===== src/rtl/msi_bus_arbiter_pkg.sv =====
// Shared types and constants for the two-core MSI snooping bus controller.
package msi_bus_arbiter_pkg;

    localparam int ADDR_W = 13;
    localparam int DATA_W = 16;

    // Fill source seen by a cache controller on a miss.
    localparam logic [1:0] SOURCE_DMEM       = 2'b00;
    localparam logic [1:0] SOURCE_OTHER_PROC = 2'b01;

    typedef enum logic [2:0] {
        BUS_NONE = 3'd0,
        BUS_RD   = 3'd1,
        BUS_WR   = 3'd2,
        BUS_INV  = 3'd3,
        BUS_MEM  = 3'd4
    } bus_req_t;

    typedef enum logic [1:0] {
        ST_IDLE  = 2'd0,
        ST_SNOOP = 2'd1,
        ST_RESP  = 2'd2,
        ST_MEM   = 2'd3
    } bus_state_t;

    // Collapse one core's request lines into a single type, INV first, MEM last.
    function automatic bus_req_t classify_req(input logic inv, input logic wr,
                                              input logic rd, input logic mem);
        bus_req_t t;
        if (inv)      t = BUS_INV;
        else if (wr)  t = BUS_WR;
        else if (rd)  t = BUS_RD;
        else if (mem) t = BUS_MEM;
        else          t = BUS_NONE;
        return t;
    endfunction

endpackage


===== src/rtl/msi_bus_arbiter_rr_arbiter2.sv =====
// Two-way round-robin arbiter: one-hot winner, pointer advances to the
// core that was not just served whenever a transaction completes.
module rr_arbiter2 (
    input  logic       clk,
    input  logic       rst_n,
    input  logic [1:0] req_i,
    input  logic       adv_i,
    input  logic       last_i,
    output logic [1:0] gnt_o
);

    logic ptr_q;

    // Pick the sole requester, or the pointed-at core when both request.
    always_comb begin
        gnt_o = 2'b00;
        case (req_i)
            2'b01:   gnt_o = 2'b01;
            2'b10:   gnt_o = 2'b10;
            2'b11:   gnt_o = ptr_q ? 2'b10 : 2'b01;
            default: gnt_o = 2'b00;
        endcase
    end

    // Hand priority to the other core after each completed transaction.
    always_ff @(posedge clk or negedge rst_n) begin
        if (!rst_n)
            ptr_q <= 1'b0;
        else if (adv_i)
            ptr_q <= ~last_i;
    end

endmodule


===== src/rtl/msi_bus_arbiter.sv =====
// Snooping coherence bus controller for two cores: arbitrates misses,
// upgrades and unified-memory accesses, snoops the other core's Dcache and
// returns grant, fill source, forwarded data and invalidations.
module msi_bus_arbiter
    import msi_bus_arbiter_pkg::*;
(
    input  logic                   clk,
    input  logic                   rst_n,
    input  logic [1:0]             read_miss,
    input  logic [1:0]             write_miss,
    input  logic [1:0]             invalidate,
    input  logic [1:0]             mem_req,
    input  logic [1:0][ADDR_W-1:0] bico,
    input  logic [1:0]             cpu_search_found,
    input  logic [1:0][DATA_W-1:0] send_other_proc_data,
    input  logic                   u_rdy,
    output logic [1:0]             grant,
    output logic [1:0]             cpu_search,
    output logic [1:0][ADDR_W-1:0] boci,
    output logic [1:0][1:0]        cpu_datasel,
    output logic [1:0][DATA_W-1:0] other_proc_data,
    output logic [1:0]             invalidate_from_other_cpu
);

    bus_state_t        state_q;
    bus_req_t          type_q;
    logic              r_q;
    logic [ADDR_W-1:0] req_addr_q;
    logic              found_q;
    logic [DATA_W-1:0] fwd_q;

    logic [1:0] core_req;
    logic [1:0] win_oh;
    logic       any_req;
    logic       win_idx;
    bus_req_t   win_type;
    logic       o_idx;
    logic       mem_done;
    logic       adv;

    assign core_req = read_miss | write_miss | invalidate | mem_req;
    assign any_req  = |win_oh;
    assign win_idx  = win_oh[1];
    assign o_idx    = ~r_q;
    assign win_type = classify_req(invalidate[win_idx], write_miss[win_idx],
                                   read_miss[win_idx], mem_req[win_idx]);
    assign mem_done = (state_q == ST_MEM) && mem_req[r_q] && u_rdy;
    // A coherence transaction completes when RESP retires; a memory one on its u_rdy beat.
    assign adv      = (state_q == ST_RESP) || mem_done;

    rr_arbiter2 u_arb (
        .clk    (clk),
        .rst_n  (rst_n),
        .req_i  (core_req),
        .adv_i  (adv),
        .last_i (r_q),
        .gnt_o  (win_oh)
    );

    // Transaction sequencer: accept in IDLE, one-cycle SNOOP and RESP, MEM until u_rdy.
    always_ff @(posedge clk or negedge rst_n) begin
        if (!rst_n) begin
            state_q <= ST_IDLE;
            r_q     <= 1'b0;
            type_q  <= BUS_NONE;
        end else begin
            case (state_q)
                ST_IDLE: begin
                    if (any_req) begin
                        r_q     <= win_idx;
                        type_q  <= win_type;
                        state_q <= (win_type == BUS_MEM) ? ST_MEM : ST_SNOOP;
                    end
                end
                ST_SNOOP: state_q <= ST_RESP;
                ST_RESP:  state_q <= ST_IDLE;
                ST_MEM: begin
                    // Done on the u_rdy beat, or abandoned if the core withdraws.
                    if (!mem_req[r_q] || u_rdy)
                        state_q <= ST_IDLE;
                end
                default: state_q <= ST_IDLE;
            endcase
        end
    end

    // Request address and snoop result; only consumed in states that follow their capture.
    always_ff @(posedge clk) begin
        if (state_q == ST_IDLE)
            req_addr_q <= bico[win_idx];
        if (state_q == ST_SNOOP) begin
            found_q <= cpu_search_found[o_idx];
            fwd_q   <= send_other_proc_data[o_idx];
        end
    end

    // Outputs decode only registered state, so requests never reach grant combinationally.
    always_comb begin
        grant                     = 2'b00;
        cpu_search                = 2'b00;
        boci                      = '0;
        cpu_datasel               = '0;
        other_proc_data           = '0;
        invalidate_from_other_cpu = 2'b00;
        case (state_q)
            ST_SNOOP: begin
                cpu_search[o_idx] = 1'b1;
                boci[o_idx]       = req_addr_q;
            end
            ST_RESP: begin
                grant[r_q] = 1'b1;
                if (type_q != BUS_INV) begin
                    cpu_datasel[r_q]     = found_q ? SOURCE_OTHER_PROC : SOURCE_DMEM;
                    other_proc_data[r_q] = fwd_q;
                end else begin
                    cpu_datasel[r_q] = SOURCE_DMEM;
                end
                if ((type_q == BUS_WR) || (type_q == BUS_INV)) begin
                    invalidate_from_other_cpu[o_idx] = 1'b1;
                    boci[o_idx]                      = req_addr_q;
                end
            end
            ST_MEM: grant[r_q] = 1'b1;
            default: ;
        endcase
    end

endmodule


===== config.mk =====
export PLATFORM = sky130hd
export DESIGN_NAME = msi_bus_arbiter
export DESIGN_NICKNAME = d
export VERILOG_FILES = /design/src/rtl/msi_bus_arbiter_pkg.sv /design/src/rtl/msi_bus_arbiter_rr_arbiter2.sv /design/src/rtl/msi_bus_arbiter.sv
export SDC_FILE = /design/constraint.sdc
export NUM_CORES = 1
export LEC_CHECK = 0
export CORE_UTILIZATION = 35
export DETAILED_ROUTE_END_ITERATION = 7
export PLACE_DENSITY = 0.77
export SYNTH_ARGS = -nofsm -noshare
export SYNTH_HDL_FRONTEND = slang
export SYNTH_SLANG_ARGS = --single-unit

===== constraint.sdc =====
create_clock -name clk -period 3.4 [get_ports clk]
set_input_delay 0.51 -clock clk [delete_from_list [all_inputs] [get_ports clk]]
set_output_delay 0.51 -clock clk [all_outputs]
set_load 0.005 [all_outputs]

**Word-level counts from Yosys, hierarchy flattened**

Index checks and enable logic that the tools add are counted.

- Mux-type cells: 47
- Add/sub/neg operators: 0
- Shift operators: 0
- Equality and inequality tests: 12
- Reductions and logical operators: 13
- Bitwise logic cells: 7
- Order comparisons: 5
- Divide/modulo/power cells: 0
- $mul: 0

Operators by type and width:

| cell | number |
|---|---|
| $mux 32 | 2 |
| $pmux 26 s2 | 1 |
| $mux 16 | 3 |
| $mux 13 | 3 |
| $and 32x32->32 | 1 |
| $and 26x26->26 | 1 |
| $mux 26 | 1 |
| $mux 2 | 9 |
| $demux 16 s1 | 1 |
| $mux 1 | 15 |
| $demux 13 s1 | 1 |
| $mux 3 | 4 |
| $eq 2x2->1 const B | 4 |
| $mux 4 | 2 |
| $pmux 2 s4 | 1 |
| $eq 3x2->1 const B | 2 |
| $lt 1x2->1 const B | 3 |
| $or 2x2->2 | 3 |
| $pmux 2 s3 | 1 |
| $and 3x4->4 | 1 |
| $eq 2x1->1 const B | 2 |
| $logic_and 1x1->1 | 4 |
| $reduce_and 2->1 | 2 |
| $reduce_or 2->1 | 2 |
| 11 further kinds | 15 |

- Bits in latches: 0
- Bits in writable memories: 0
- Memories kept: 0
- Bits in read-only memories: 0
- Logic and storage cells: 91
- Output and inout bits: 68
- Bits in registers: 37
- Input bits: 71

**Depth between registers and ports, before layout**

- Depth after elaboration: 15
- Gate-level depth with buffers: 7
- Mapped depth without buffers: 6

**By module**

A second synthesis with hierarchy kept.

- Cells, all modules: 216
- Area, all modules: 2289.7 sq um

Modules (own cells, without submodules):

| module | seq. area each (sq um) | cells each | area an instance (sq um) | instances |
|---|---|---|---|---|
| msi_bus_arbiter | 1051.0 | 210 | 2237.1 | 1 |
| rr_arbiter2 | 25.0 | 6 | 52.6 | 1 |

**Worst setup path after synthesis**

No wires, ideal clock.

- Path type: reg-to-output
- From: register state_q[1]
- To: output boci[13] in the netlist's numbering
- Buffers on the path: 1
- Arrival time: 1712 ps
- Required time: 2890 ps
- Setup slack: 1178 ps
- Cell stages (with the launch flop): 7
- Cells stage by stage: dfrtp_1 > inv_1 > ha_1 > nor2b_1 > nor2_1 > clkbuf_1 > nor2_1

RTL lines:

| element | RTL line | RTL |
|---|---|---|
| start: declaration | msi_bus_arbiter.sv:25 | `bus_state_t state_q;` |
| start signal: assignment | msi_bus_arbiter.sv:72 | `state_q <= (win_type == BUS_MEM) ? ST_MEM : ST_SNOOP;` |
| end: declaration | msi_bus_arbiter.sv:19 | `output logic [1:0][ADDR_W-1:0] boci,` |

==> summary.md <==
| Metric | Value |
|---|---|
| Max_cap viols | `0` |
| Power Internal | `1.62 mW` |
| Final hold vios | `0` |
| CTS root buffer | `clkbuf_8` |
| CP required | `2.89 ns` |
| Initial antenna violation count | `0` |
| Slew Limit Fails | `0` |
| Worst Tran Pin Value | `0.934 ns` |
| Number of synthesized flops with an enable pin | `30` |
| CP arrival | `2.55 ns` |
| CTS tree | `yes` |
| Netlist cell types | `32` |
| Cell row count | `28` |
| Initial core utilization | `37.2%` |
| Gr ovfl total | `0` |
| PD cells | `648 nW/µm²` |
| Clock power frac | `15.3%` |
| Drt pass-1 iters | `4` |
| Sequential power share | `35.1%` |
| Cell chain of the critical path | `inv_1 -> ha_1 -> and2_1 -> nor2_1 -> nor2_1 -> clkdlybuf4s50_1` |
| Core box area | `6060 µm²` |
| Placed cell area | `3680 µm²` |
| Largest net degree at the start of global routing | `18` |
| Fin area | `3790 µm²` |
| Place WS | `0.677 ns` |
| H-tree Lvls | `2` |
| Worst-path clk slew | `0.08 ns` |
| Comb pwr share | `49.7%` |
| Critical Path Max Stage Delay | `0.73 ns` |
| Global-route wire length before repair | `8800 µm` |
| Detail Route Antenna Nets | `0` |
| Worst hold path class | `input pin to async pin` |
| Postcts setup bufs | `0` |
| Sw power | `0.835 mW` |
| Placed insts | `418` |
| FFs w/ async S/R, synth | `18.9%` |
| Crit Path Class | `flip-flop to primary output` |
| Routability cong. | `0.786` |
| Post-synthesis sequential area ratio | `47.7%` |
| Slew HR | `37.5%` |
| Clk sinks | `37` |
| Synth Register Bits | `37` |
| Hold_ws | `0.481 ns` |
| Total Wirelength | `5990 µm` |
| All-Layer GR Usage | `17.8%` |
| Vias in the first global route | `1906` |
| 1st-iter DRT viols | `75` |
| Final Non-Filler Cells | `426` |
| Setup repair after global routing missed its margin | `false` |
| Most frequently used flop master after synthesis | `edfxtp_1` |
| Setup Viol. Count Final | `0` |
| Worst-Skew Late Latency | `0.29 ns` |
| Fin Setup TNS | `0 ns` |
| Total Power | `2.46 mW` |
| DR WL/cell | `14.1 µm` |
| Drt drc | `0` |
| Die X | `82.3 µm` |
| Hold-fix buffer count after cts | `0` |
| Avg Inst Size Synth | `10.6 µm²` |
| Min Tclk post-route | `3.06 ns` |
| Startpoint types | `flip-flop` |
| Post_cts resized | `0` |
| DR vias | `2005` |
| Die Area | `6770 µm²` |
| VDD IR-drop max | `0.416 mV` |
| Switching Share | `34.0%` |
| P_leak | `1.46 nW` |
| Slowest CP cell | `nor2_1` |
| Most frequent CP cell | `nor2_1` |
| Clk_skew | `0.00893 ns` |
| P&R area growth vs syn | `68.2%` |
| # diodes | `0` |
| CP Capture Type | `primary output` |
| F_max | `0.327 GHz` |
| Post-Syn Area | `2260 µm²` |
| I/O pins | `139` |
| Tcrit/Tclk final | `90.0%` |
| Fin util | `62.6%` |
| IO Port Bufs | `136` |
| Max FO, Critical Path | `13` |
| Layout Nets | `425` |
| Num CTS Buffers | `5` |
| FF-to-FF setup slack | `1.72 ns` |
| Longest Clk Path Bufs | `2` |
| Setup WS post-layout | `0.340 ns` |
| DR vias/cell | `4.71` |
| Syn. warnings | `0` |
| Die height | `82.3 µm` |
| Final HPWL DP | `4790 µm` |
| Layout cells sized above 1 | `13.4%` |
| Outcome | `complete, no violations` |
| Synthesized netlist cell count | `212` |
## final timing paths
| kind | startpoint | endpoint | cells past startpoint |
|---|---|---|---|
| min in group clk | type_q[1]$_DFFE_PN0P_ | type_q[1]$_DFFE_PN0P_ | 2 |
| max in group asynchronous | rst_n | u_arb.ptr_q$_DFFE_PN0P_ | 1 |
| max | state_q[1]$_DFFE_PN0P_ | boci[10] | 6 |
| max reg2reg | r_q$_DFFE_PN0P_ | state_q[1]$_DFFE_PN0P_ | 4 |
| min | rst_n | r_q$_DFFE_PN0P_ | 1 |
| min reg2reg | type_q[1]$_DFFE_PN0P_ | type_q[1]$_DFFE_PN0P_ | 2 |
## critical path, delay by kind of cell, from the launching register on
family / cells / cell delay [ns]
DFF: 1 / 0.41
adders and majority gates: 1 / 0.23
buffers and inverters: 2 / 0.60
and+or+nand+nor: 3 / 1.03
## registers in the layout (all words and copies together) (netlist names)
register / cells
req_addr_q: 13
fwd_q: 16
type_q: 3
state_q: 2
u_arb.ptr_q: 1
found_q: 1
r_q: 1
## cell usage in the layout, fill, tap and decap left out, types with 3 or more instances in the layout
cell,instances
nor2b_1,3
a21oi_1,5
mux2_4,8
mux2_2,23
inv_1,6
and2_1,36
nand2_1,19
buf_4,6
dfrtp_1,7
clkdlybuf4s50_1,136
ha_1,4
edfxtp_1,30
nor2_1,33
clkbuf_8,5
o21ai_0,6
## Yosys cell counts (3+ instances only)
| library cell | n | area, µm² |
|---|---|---|
| mux2_4 | 8 | 120 |
| ha_1 | 4 | 50.1 |
| edfxtp_1 | 30 | 901 |
| and2_1 | 36 | 225 |
| nor2b_1 | 3 | 18.8 |
| mux2_2 | 23 | 259 |
| dfrtp_1 | 7 | 175 |
| a21oi_1 | 5 | 25.0 |
| o21ai_0 | 6 | 30.0 |
| nor2_1 | 33 | 124 |
| clkbuf_1 | 8 | 30.0 |
| inv_1 | 6 | 22.5 |
| nand2_1 | 19 | 71.3 |
## power by group through the flow
stage               Clock [mW]  Sequential (mW)  Combinational, mW
detailed placement           0            0.872               1.23
finish                   0.375            0.862               1.22
global route             0.400            0.889               1.35
CTS                      0.381            0.863               1.24
global placement             0            0.857               1.22
floorplan                    0            0.819              0.733
## cell families after synthesis
logic type                 after synthesis  share of synthesized area (%)
and+or+nand+nor                         99                           22.0
DFF                                     37                           47.7
muxes                                   32                           17.2
AOI/OAI and AO/OA                       21                           6.27
buffers and inverters                   18                           4.38
adders and majority gates                4                           2.22
other                                    1                          0.166
## routing by layer
layer	global-route usage (%)	part of all wire (%)	vias up
li1	-	-	999
met1	19.2	40	909
met2	34.7	51	93
met3	4.07	8.6	4
met4	4.21	0.67	0
met5	0	0	-
## cell type report
type	instances	area [µm²]
repair buffers	142	1410
flip-flops and latches	37	1080
clock inverters	3	41.3
clock buffers	5	68.8
multi-input cells	158	1080
fillers	516	2270
inverters	6	22.5
well taps	75	93.8
Power figures use the tool's default switching activity.
==> patch 1, RTL diff (same flow settings) <==
Change the package constant `DATA_W` from 16 to 24.
--- a/src/rtl/msi_bus_arbiter_pkg.sv
+++ b/src/rtl/msi_bus_arbiter_pkg.sv
@@ -3,5 +3,5 @@
 
     localparam int ADDR_W = 13;
-    localparam int DATA_W = 16;
+    localparam int DATA_W = 24;
 
     // Fill source seen by a cache controller on a miss.
Interface: changed (resized other_proc_data and send_other_proc_data); port bits go from 139 to 171. The function was not compared with the original's and may differ.
==> patch 1 against the original RTL <==
- synthesized area rose by 20%
- highest routed layer unchanged
- combinational power grew 34%
- design area up 22%
- non-clock buffer count grew 32
- power grew 24%
- global-route usage grew 0.90 points
- routed wire length rose by 24%
- sequential cell count rose by 8
- clock power increased by 15%
- worst setup slack improved by 31 ps
- utilization hardly changed
==> patch 1: results (changes against the original RTL) <==
.. list-table::
   :header-rows: 1

   * - Metric
     - Value
   * - Proportion of layout cells with a drive suffix above 1
     - 14.4% (+1.0 points)
   * - Met1 Track Usage GR
     - 21.5% (+2.3 points)
   * - Clock power share
     - 14.1% (-1.2 points)
   * - Number of enable-type register cells in the synthesized netlist
     - 38 (+27%)
   * - Final RePlAce weighted congestion
     - 0.750 (-4.5%)
   * - Number of buffers added on ports
     - 168 (+24%)
   * - Pleak
     - 1.73 nW (+18%)
   * - Worst voltage drop across the vdd grid
     - 0.000399 V (-4.0%)
   * - Most frequent cells after synthesis
     - sky130_fd_sc_hd__and2_1, sky130_fd_sc_hd__edfxtp_1, sky130_fd_sc_hd__nor2_1
   * - Clock buffer count
     - 6 (+1)
   * - Share of the yosys chip area belonging to registers
     - 48.5% (+0.76 points)
   * - Worst slack at placement
     - 665 ps (-11.8 ps)
   * - Slew HR
     - 34.9% (-2.6 points)
   * - Number of instances in the synthesized netlist
     - 249 (+17%)
   * - Multi-input gates
     - 184 (+16%)
   * - Wire length on met2
     - 3.88 mm (+27%)
   * - First-pass GRT wire length
     - 12.0 mm (+37%)
   * - Signed area change from the synthesized netlist to the final layout
     - 69.7%
   * - Detailed-routed wire length on met3
     - 369 µm (-28%)
   * - Clock group
     - 431 µW (+15%)
   * - Post-synthesis cell type count
     - 33 (+3.1%)
   * - Slowest Stage Delay on Critical Path
     - 710 ps (-20 ps)
   * - Final setup skew
     - 12.1 ps (+3.13 ps)
   * - Detailed placement HPWL
     - 5.86 mm (+22%)
   * - Non-clock buffer instance count of the final layout
     - 174 (+23%)
   * - Grt met3 use
     - 2.45% (-1.6 points)
   * - Sequential share of cell area
     - 28.6% (+0.19 points)
   * - Run status
     - finished, final reports clean
   * - Fillers
     - 603 (+17%)
   * - Detailed router's first-iteration violation count
     - 60 (-20%)
   * - Sequential cell count
     - 45 (+22%)
   * - Total wire length
     - 7.44 mm (+24%)
   * - Synth area leaders
     - sky130_fd_sc_hd__edfxtp_1, sky130_fd_sc_hd__mux2_2, sky130_fd_sc_hd__and2_1
   * - Multi-input combinational area share
     - 28.2% (-0.39 points)
   * - Synth async-reset ratio
     - 15.6% (-3.4 points)
   * - Sequential Power
     - 995 µW (+15%)
   * - DP Area
     - 0.00449 mm² (+22%)
   * - Pin count of the biggest net entering global routing
     - 26 (+8)
   * - Layout clock area frac
     - 2.61% (-0.30 points)
## patch 1: changes by cell type after synthesis, sizes merged, moves of 2 or more
cell	before	now
and2	36	51
nand2	19	21
buf	4	6
nor2	33	36
edfxtp	30	38
o22a	0	2
mux2	31	38
## patch 1: worst paths after layout
path	cells after the start	startpoint	slack, ps	end
worst min-delay path	1	rst_n	460	u_arb.ptr_q
worst max register to register	6	state_q[0]	1700	state_q[1]
worst min register to register	2	type_q[2]	500	type_q[2]
max in group asynchronous	1	rst_n	2690	r_q
min in group clk	2	type_q[2]	500	type_q[2]
worst max-delay path	7	state_q[0]	370	boci[18]
## patch 1: cell families after synthesis
| kind of cell | after synthesis | synth area share (%) |
|---|---|---|
| other | 1 | 0.138 |
| DFF | 45 | 48.5 |
| buffers and inverters | 21 | 3.82 |
| AOI/OAI and AO/OA | 20 | 5.53 |
| muxes | 40 | 17.6 |
| and+or+nand+nor | 118 | 22.6 |
| adders and majority gates | 4 | 1.84 |
==> patch 2, RTL diff (same flow settings) <==
Without the edit above. Re-encode `bus_state_t` (4 states) as one-hot, 4 bits wide.
--- a/src/rtl/msi_bus_arbiter_pkg.sv
+++ b/src/rtl/msi_bus_arbiter_pkg.sv
@@ -17,9 +17,9 @@
     } bus_req_t;
 
-    typedef enum logic [1:0] {
-        ST_IDLE  = 2'd0,
-        ST_SNOOP = 2'd1,
-        ST_RESP  = 2'd2,
-        ST_MEM   = 2'd3
+    typedef enum logic [3:0] {
+        ST_IDLE  = 4'b0001,
+        ST_SNOOP = 4'b0010,
+        ST_RESP  = 4'b0100,
+        ST_MEM   = 4'b1000
     } bus_state_t;
 
Function: same outputs for any inputs over 10 cycles, from zero or initial values and one cycle with rst_n low; not proved beyond that.
==> patch 2 against the original RTL <==
- synthesized area rose by 2.9%
- non-clock buffer count is 3 lower
- sequential cell count rose by 2
- routed wire length grew 5.8%
- power decreased by 15%
- worst setup slack lost 45 ps
- synthesized cell count increased by 2.8%
- critical endpoint is now boci[22]
- utilization is 3.0 points lower
- die area is 2.9% higher
- highest routed layer unchanged
- combinational power fell by 23%
- design area rose by 0.30%
==> patch 2: results (changes against the original RTL) <==
.. list-table::
   :header-rows: 1

   * - Metric
     - Value
   * - Run status
     - finished, final reports clean
   * - Regs by FF count
     - fwd_q x16, req_addr_q x13, state_q x4
   * - RR Endpoint
     - type_q[0]
   * - Number of global-route vias before repair
     - 2112 (+11%)
   * - Depth of the most critical reg-to-reg path
     - 5 (+1)
   * - Transition time at the pin with the least slew margin
     - 852 ps (-82.5 ps)
   * - Setup fix buffers added after clock tree synthesis
     - 0 (unchanged)
   * - Number of buffers added on ports
     - 136 (unchanged)
   * - Largest fanout of any net on the critical path
     - 19 (+6)
   * - Tightest Hold Check Type
     - reg -> reg
   * - Via-per-instance ratio
     - 4.86 (+3.4%)
   * - Worst path arrival time
     - 2590 ps (+40 ps)
   * - Final setup skew
     - 3.62 ps (-5.31 ps)
   * - Fillers
     - 547 (+6.0%)
   * - Count of placed standard cells including taps
     - 421 (+0.72%)
   * - Number of enable-type register cells in the synthesized netlist
     - 30 (unchanged)
   * - Number of instances in the synthesized netlist
     - 218 (+2.8%)
   * - DR WL/cell
     - 14.8 µm (+5.0%)
   * - Worst slack at placement
     - 601 ps (-75.7 ps)
   * - Final Non-Filler Cells
     - 429 (+0.70%)
   * - Pleak
     - 1.50 nW (+2.3%)
   * - Synth area leaders
     - sky130_fd_sc_hd__edfxtp_1, sky130_fd_sc_hd__dfrtp_1, sky130_fd_sc_hd__mux2_2
   * - Detailed placement HPWL
     - 4.96 mm (+3.4%)
   * - Most frequent cells after synthesis
     - sky130_fd_sc_hd__nor2_1, sky130_fd_sc_hd__edfxtp_1, sky130_fd_sc_hd__and3_1
   * - Combined global-route utilization of all metal layers
     - 18.7% (+0.90 points)
   * - Share of the yosys chip area belonging to registers
     - 48.5% (+0.85 points)
   * - Pin count of the biggest net entering global routing
     - 27 (+9)
   * - Worst R2R Setup Slack
     - 1510 ps (-210 ps)
   * - Detailed router's first-iteration violation count
     - 61 (-19%)
   * - Post-synthesis cell type count
     - 40 (+25%)
   * - DP Area
     - 0.00372 mm² (+1.1%)
   * - Final RePlAce weighted congestion
     - 0.786 (about the same)
   * - CTS Root Cell
     - sky130_fd_sc_hd__clkbuf_8
   * - Worst voltage drop across the vdd grid
     - 0.000381 V (-8.3%)
   * - Proportion of layout cells with a drive suffix above 1
     - 11.1% (-2.3 points)
   * - Worst R2R Start
     - state_q[0]
   * - First-pass GRT wire length
     - 10.3 mm (+17%)
   * - Hold Crit Endpoint
     - type_q[0]
   * - Maximum buffer depth of the clock tree
     - 2 (unchanged)
   * - Origin of the worst min-delay path
     - type_q[0]
   * - H-tree levels
     - 2 (unchanged)
   * - Synth async-reset ratio
     - 23.1% (+4.2 points)
   * - Antenna diode count
     - 0 (unchanged)
   * - Post-Route Hold Slack
     - 511 ps (+29.4 ps)
## patch 2: changes by cell type in the layout (fill, tap and decap cells not counted), moves of 5 or more
| cell | delta |
|---|---|
| sky130_fd_sc_hd__nor2_1 | +12 |
| sky130_fd_sc_hd__mux2_2 | -6 |
| sky130_fd_sc_hd__o21ai_0 | -5 |
| sky130_fd_sc_hd__and2_1 | -36 |
| sky130_fd_sc_hd__and3_1 | +27 |
| sky130_fd_sc_hd__mux2_4 | -8 |
| sky130_fd_sc_hd__mux2_1 | +14 |
## patch 2: logic make-up (layout without fill, tap and decap cells)
| family | Yosys count | count (layout) | share of synthesized area (%) |
|---|---|---|---|
| buffers and inverters | 21 | 154 | 4.90 |
| muxes | 32 | 32 | 15.5 |
| AOI/OAI and AO/OA | 17 | 17 | 6.52 |
| and+or+nand+nor | 107 | 107 | 24.0 |
| DFF | 39 | 39 | 48.5 |
| other | 1 | 2 | 0.161 |
| xor gates and xnor gates | 1 | 1 | 0.377 |
## patch 2: routing by layer
layer / part of all wire, % / wire length, µm / GRT usage (%)
met5: 0 / 0 / 0
met4: 1.0 / 64 / 5.55
met3: 4.2 / 268 / 2.37
met2: 54 / 3400 / 34.5
met1: 41 / 2610 / 22.8
## patch 2: how the worst max path moves through the flow
stage	slack (ps)	depth (start not counted)	to	from
2_1_floorplan	1130	4	type_q[0]	state_q[0]
3_3_place_gp	680	5	boci[23]	state_q[2]
3_5_place_dp	600	5	boci[13]	state_q[2]
4_1_cts	260	5	boci[22]	state_q[2]
5_1_grt	130	5	boci[22]	state_q[2]
6_report	300	5	boci[22]	state_q[2]
## patch 2: cell type report
| class | instances | area (µm²) | share of cell area, % |
|---|---|---|---|
| Timing Repair Buffer | 139 | 1380 | 36.4 |
| Sequential cell | 39 | 1130 | 29.6 |
| Multi-Input combinational cell | 159 | 1090 | 28.6 |
| Tap cell | 77 | 96.3 | 2.53 |
| Clock buffer | 7 | 76.3 | 2.01 |
| Inverter | 7 | 26.3 | 0.691 |
| Clock inverter | 1 | 5.00 | 0.132 |
## patch 2: power by group
part           total [mW]  leakage [nW]  switching, mW  internal [mW]
clock network       0.291        0.0422          0.147          0.144
logic               0.939          1.07          0.517          0.422
registers           0.850         0.388         0.0930          0.757
total                2.08          1.50          0.757           1.32
## patch 2: worst max-delay path, cell delays in order, from the launching register on
cell and delay (ps):
sky130_fd_sc_hd__dfrtp_1 440, sky130_fd_sc_hd__nor2b_1 460, sky130_fd_sc_hd__nand3_4 320, sky130_fd_sc_hd__o22ai_4 350, sky130_fd_sc_hd__and3_1 210, sky130_fd_sc_hd__clkdlybuf4s50_1 510
